==> src/rtl/logic_unit_sched_pkg.sv <==
// rtl/logic_unit_sched_pkg.sv - operation encodings shared by the logic unit scheduler
package logic_unit_sched_pkg;

    typedef enum logic [1:0] {
        OP_AND  = 2'b00,
        OP_OR   = 2'b01,
        OP_XOR  = 2'b10,
        OP_NAND = 2'b11
    } op_e;

    localparam op_e OP_DEFAULT = OP_AND;

endpackage

==> src/rtl/logic_unit_sched_rr_arbiter.sv <==
// rtl/logic_unit_sched_rr_arbiter.sv - combinational round-robin pick starting at ptr
module rr_arbiter #(
    parameter int N   = 4,
    parameter int IDW = 2
) (
    input  logic [N-1:0]   req,
    input  logic [IDW-1:0] ptr,
    input  logic           en,
    output logic [N-1:0]   gnt,
    output logic [IDW-1:0] gnt_id
);

    int             idx;
    logic [IDW-1:0] idx_b;
    logic           found;

    always_comb begin
        gnt    = '0;
        gnt_id = '0;
        found  = 1'b0;
        idx    = 0;
        idx_b  = '0;
        for (int i = 0; i < N; i++) begin
            // Wrap without a modulo so non-power-of-two N works.
            idx = int'(ptr) + i;
            if (idx >= N) begin
                idx = idx - N;
            end
            idx_b = IDW'(idx);
            if (en && !found && req[idx_b]) begin
                gnt[idx_b] = 1'b1;
                gnt_id     = idx_b;
                found      = 1'b1;
            end
        end
    end

endmodule

==> src/rtl/logic_unit_sched.sv <==
// rtl/logic_unit_sched.sv - round-robin scheduler in front of a shared registered logic unit
module logic_unit_sched
    import logic_unit_sched_pkg::*;
#(
    parameter int N   = 4,
    parameter int W   = 8,
    parameter int IDW = 2
) (
    input  logic           clk,
    input  logic           rst_n,
    input  logic [N-1:0]   req,
    input  logic [N*W-1:0] a_bus,
    input  logic [N*W-1:0] b_bus,
    output logic [N-1:0]   gnt,
    input  logic           cfg_we,
    input  logic [1:0]     cfg_op,
    output logic           out_valid,
    output logic [IDW-1:0] out_id,
    output logic [W-1:0]   out_c,
    input  logic           out_ready
);

    op_e            op_q, op_d;
    logic [IDW-1:0] ptr_q, ptr_d;
    logic [IDW-1:0] out_id_q, out_id_d;
    logic           out_valid_q, out_valid_d;
    logic [W-1:0]   out_c_q, out_c_d;

    logic           issue_ok;
    logic           arb_en;
    logic [IDW-1:0] gnt_id;
    logic [W-1:0]   a_sel, b_sel, op_res;

    assign issue_ok = !out_valid_q || out_ready;
    // Reset masks the arbiter so nothing is consumed during a reset edge.
    assign arb_en   = rst_n && issue_ok;

    rr_arbiter #(
        .N   (N),
        .IDW (IDW)
    ) u_arb (
        .req    (req),
        .ptr    (ptr_q),
        .en     (arb_en),
        .gnt    (gnt),
        .gnt_id (gnt_id)
    );

    assign a_sel = a_bus[int'(gnt_id)*W +: W];
    assign b_sel = b_bus[int'(gnt_id)*W +: W];

    always_comb begin
        op_res = a_sel & b_sel;
        case (op_q)
            OP_AND:  op_res = a_sel & b_sel;
            OP_OR:   op_res = a_sel | b_sel;
            OP_XOR:  op_res = a_sel ^ b_sel;
            OP_NAND: op_res = ~(a_sel & b_sel);
            default: op_res = a_sel & b_sel;
        endcase
    end

    always_comb begin
        op_d        = cfg_we ? op_e'(cfg_op) : op_q;
        ptr_d       = ptr_q;
        out_id_d    = out_id_q;
        out_valid_d = out_valid_q;
        out_c_d     = out_c_q;
        if (|gnt) begin
            out_c_d     = op_res;
            out_id_d    = gnt_id;
            out_valid_d = 1'b1;
            ptr_d       = (gnt_id == IDW'(N - 1)) ? '0 : gnt_id + 1'b1;
        end else if (issue_ok) begin
            out_valid_d = 1'b0;
        end
    end

    always_ff @(posedge clk) begin
        if (!rst_n) begin
            op_q        <= OP_DEFAULT;
            ptr_q       <= '0;
            out_id_q    <= '0;
            out_valid_q <= 1'b0;
            out_c_q     <= '0;
        end else begin
            op_q        <= op_d;
            ptr_q       <= ptr_d;
            out_id_q    <= out_id_d;
            out_valid_q <= out_valid_d;
            out_c_q     <= out_c_d;
        end
    end

    assign out_valid = out_valid_q;
    assign out_id    = out_id_q;
    assign out_c     = out_c_q;

endmodule

==> config.mk <==
export PLATFORM = sky130hd
export DESIGN_NAME = logic_unit_sched
export DESIGN_NICKNAME = d
export VERILOG_FILES = /design/src/rtl/logic_unit_sched_pkg.sv /design/src/rtl/logic_unit_sched_rr_arbiter.sv /design/src/rtl/logic_unit_sched.sv
export SDC_FILE = /design/constraint.sdc
export NUM_CORES = 1
export LEC_CHECK = 0
export ABC_CLOCK_PERIOD_IN_PS = 4800
export BUFFER_PORTS_ARGS = -buffer_cell sky130_fd_sc_hd__buf_2
export CAP_MARGIN = 5
export CORE_MARGIN = 4
export CORE_UTILIZATION = 35
export DETAILED_ROUTE_END_ITERATION = 16
export GPL_ROUTABILITY_DRIVEN = 0
export SYNTH_ARGS = -nofsm -noshare
export SYNTH_HDL_FRONTEND = slang
export SYNTH_HIERARCHICAL = 1
export SYNTH_SLANG_ARGS = --single-unit
==> constraint.sdc <==
create_clock -name clk -period 4.8 [get_ports clk]
set_input_delay 0.24 -clock clk [delete_from_list [all_inputs] [get_ports clk]]
set_output_delay 0.24 -clock clk [all_outputs]
set_load 0.02 [all_outputs]
==> summary.txt <==
Logic synthesis
  – Post-Syn Area: a little over 0.002 mm^2
  – Synth top area cells: ha_1 15%, dfxtp_1 15%, mux4_2 11%
  – Post-Synth Adder-Cell Area: approximately 15%
  – FF+latch count, synth: 15
  – Avg Cell Area, Syn: around 10 um^2
  – Share of async-settable or async-resettable flops after synthesis: 0%
  – Yosys warning total: 6
  – Synth Area in XOR/XNOR: 0%
  – Synth unique cells: 38
  – Syn Nets: between 200 and 300
  – Yosys top cell by area: ha_1
  – Most used flip-flop cell after synthesis: dfxtp_1
  – Post-synthesis sequential area ratio: between 10% and 20%
  – Share of the synthesized area in the top cell type: approximately 15%
  – Synth Area in Simple Gates: 11.2%
  – Post-synthesis compound-gate area fraction: between 10% and 20%
  – Post-synthesis mux area share: a little under two fifths
  – Largest family of logic cells by synthesized area: multiplexers
  – Top post-synthesis cells by count: 25 x ha_1, 21 x mux2i_1, 15 x dfxtp_1, 12 x nand3_1, 12 x o21ai_0
  – Mapped Cells: roughly 200
  – Most frequent cell after synthesis: ha_1
  – Number of flops mapped to enable cells by yosys: 0

STA
  – Worst slew margin: between 30% and 40%
  – Least-Margin Pin Slew: approximately 0.93 ns
  – Setup TNS: 0 ns
  – Setup violators final: 0
  – Max Slew Vio Count: 0
  – Worst clock skew: approximately 0.0010 ns
  – Final Hold Viols: 0
  – Max frequency: 0.242 GHz
  – Final min period: ~4.1 ns
  – RSZ-0062 raised after global routing: no
  – Final Cycle Share: a little under nine tenths

Floorplanning
  – Core region area: 0.00561 mm^2
  – Die Ht: between 80 and 90 um
  – Starting Density: a little over a third
  – # rows: 27
  – DIE AREA: approximately 0.007 mm^2
  – Top Ports: 89
  – Die width: 84.6 um

CTS
  – Longest Clk Path Bufs: 2
  – Clock-pin slew on the worst setup and hold paths: 0.06 ns
  – CTS tree: built
  – CTS Sinks: 15
  – H-Tree Depth: 1
  – CTS Buf Count: 3
  – Hold buffers post-CTS: 0
  – Post-cts resize count: 0
  – Setup Buffers After CTS: 0
  – Clock root buffer: clkbuf_8
  – Worst skew pair latency: 0.24 ns

Placement
  – I/O Buffers: 88
  – Dpl cell area: around 0.0025 mm^2
  – HPWL Detailed: between 3000 and 4000 um

Worst hold path
  – Hold Startpoint: cfg_op[0]
  – Hold Path Class: in2reg

Critical path
  – Startpoint Class: register
  – Critical path cell sequence: clkinv_1 -> ha_1 -> inv_1 -> o41ai_1 -> a222oi_1 -> o2bb2ai_2 -> mux4_1 -> inv_1 -> ha_1 -> mux2_2 -> mux2i_1 -> o21ai_0
  – Data arrival, critical path: between 4 and 5 ns
  – Crit. Startpoint: ptr_q[0]$_SDFFE_PN0P_
  – Worst endpoint required time: ~4.9 ns
  – FF-to-FF Start: ptr_q[0]$_SDFFE_PN0P_
  – CP max stage delay: 0.75 ns
  – Worst setup path class: reg2reg
  – CP max-delay cell: o2bb2ai_2
  – Critical Path End Type: register
  – Max FO, Critical Path: 18

Power
  – PD cells: around 470 mW/mm^2
  – P_leak: 1.18 nW
  – VDD IR max: between 0.15 and 0.2 mV

Outcome
  – Outcome: finished clean

Layout
  – Final instance area: 0.00255 mm^2
  – Share of cells above drive strength 1: between 40% and 50%
  – Area delta synth->final: 24.2%
  – Fill cells: just under 600
  – Diode count: 0
  – Nets: 380

Routing
  – Final wirelength: about 4600 um
  – WL/cell: approximately 13 um
  – Drt initial violations: 50
  – DRT Pass-1 Iters: 4
  – Via density: 5.05
  – DR vias: roughly 1800
  – # DRC: 0
  – Antenna Violating Nets Remaining: 0

Global routing
  – Total GRT Usage: 12.6%
  – First-pass GRT wire length: 7710 um
  – Initial antenna violation count: 0
  – Largest net degree at the start of global routing: 20
  – Vias in the first global route: 1713
  – Overflow after GRT: 0

Job
  – Total of max-cap violations: 0
## critical path: cells and delay by family, from the launching register on
family | cells | cell delay, ns
AO/OA/AOI/OAI | 4 | 1.42
flip-flops | 1 | 0.66
adder cells (fa/ha/maj) | 2 | 0.68
multiplexers | 3 | 0.85
buffers and inverters | 3 | 0.41
## routing by layer
metal	GRT usage, %	routed length [um]
met1	16.6	2100
met2	21.9	2140
met3	2.65	326
met4	1.73	22
met5	0	0
## where the power goes
| part | switching, mW | internal [mW] | leakage (nW) |
|---|---|---|---|
| Clock | 0.0396 | 0.0586 | 0.0228 |
| Sequential | 0.0466 | 0.172 | 0.123 |
| Combinational | 0.470 | 0.403 | 1.04 |
## cell families after synthesis
logic type,count (synthesis)
AOI/OAI and AO/OA,36
buffers and inverters,31
muxes,50
adders and majority gates,25
DFF,15
and+or+nand+nor,41
## worst paths after layout
kind                                  to  slack (ns)  depth (start not counted)
setup / recovery   out_c[0]$_SDFFE_PN0P_        0.66                         12
hold / removal      op_q[0]$_SDFFE_PN0P_        0.28                          3
setup reg to reg   out_c[0]$_SDFFE_PN0P_        0.66                         12
hold reg to reg   out_id[0]$_SDFFE_PN0P_        0.46                          2
## sequential cells by signal (all words and copies together) (netlist names)
| register | cells |
|---|---|
| ptr_q | 2 |
| out_c | 8 |
| out_valid | 1 |
| op_q | 2 |
| out_id | 2 |
## stage by stage
stage	utilization, %	power [mW]	worst slack, ns	std cells	hold slack [ns]
2_1_floorplan	-	0.927	1.02	198	0.368
3_3_place_gp	44.7	1.09	0.704	348	0.450
3_5_place_dp	44.7	1.10	0.651	348	0.456
4_1_cts	45.5	1.21	0.631	352	0.281
5_1_grt	45.5	1.33	0.228	352	0.302
6_report	45.5	1.19	0.663	352	0.278
## area by class of cell
type	instances	area, um^2	area share, %
multi-input combinational	152	1590	62.3
timing repair buffer	90	455	17.8
sequential	15	300	11.8
tap	72	90.1	3.53
inverter	19	71.3	2.79
clock buffer	4	45.0	1.76
## layout by cell type, fill, tap and decap left out, drive strengths merged
master / instances
buf: 90
ha: 25
mux2i: 21
mux4: 18
inv: 18
dfxtp: 15
nand3: 12
o21ai: 12
nand2: 12
mux2: 11
a21boi: 10
nor2b: 5
nor2: 4
o211ai: 4
a221o: 4
clkbuf: 4
o41ai: 3
and2: 2
nand2b: 1
or4: 1
nor4: 1
or3: 1
clkinv: 1
o22ai: 1
or2: 1
and3b: 1
a222oi: 1
o2bb2ai: 1
Note: power is estimated with default switching activity, not from simulation.
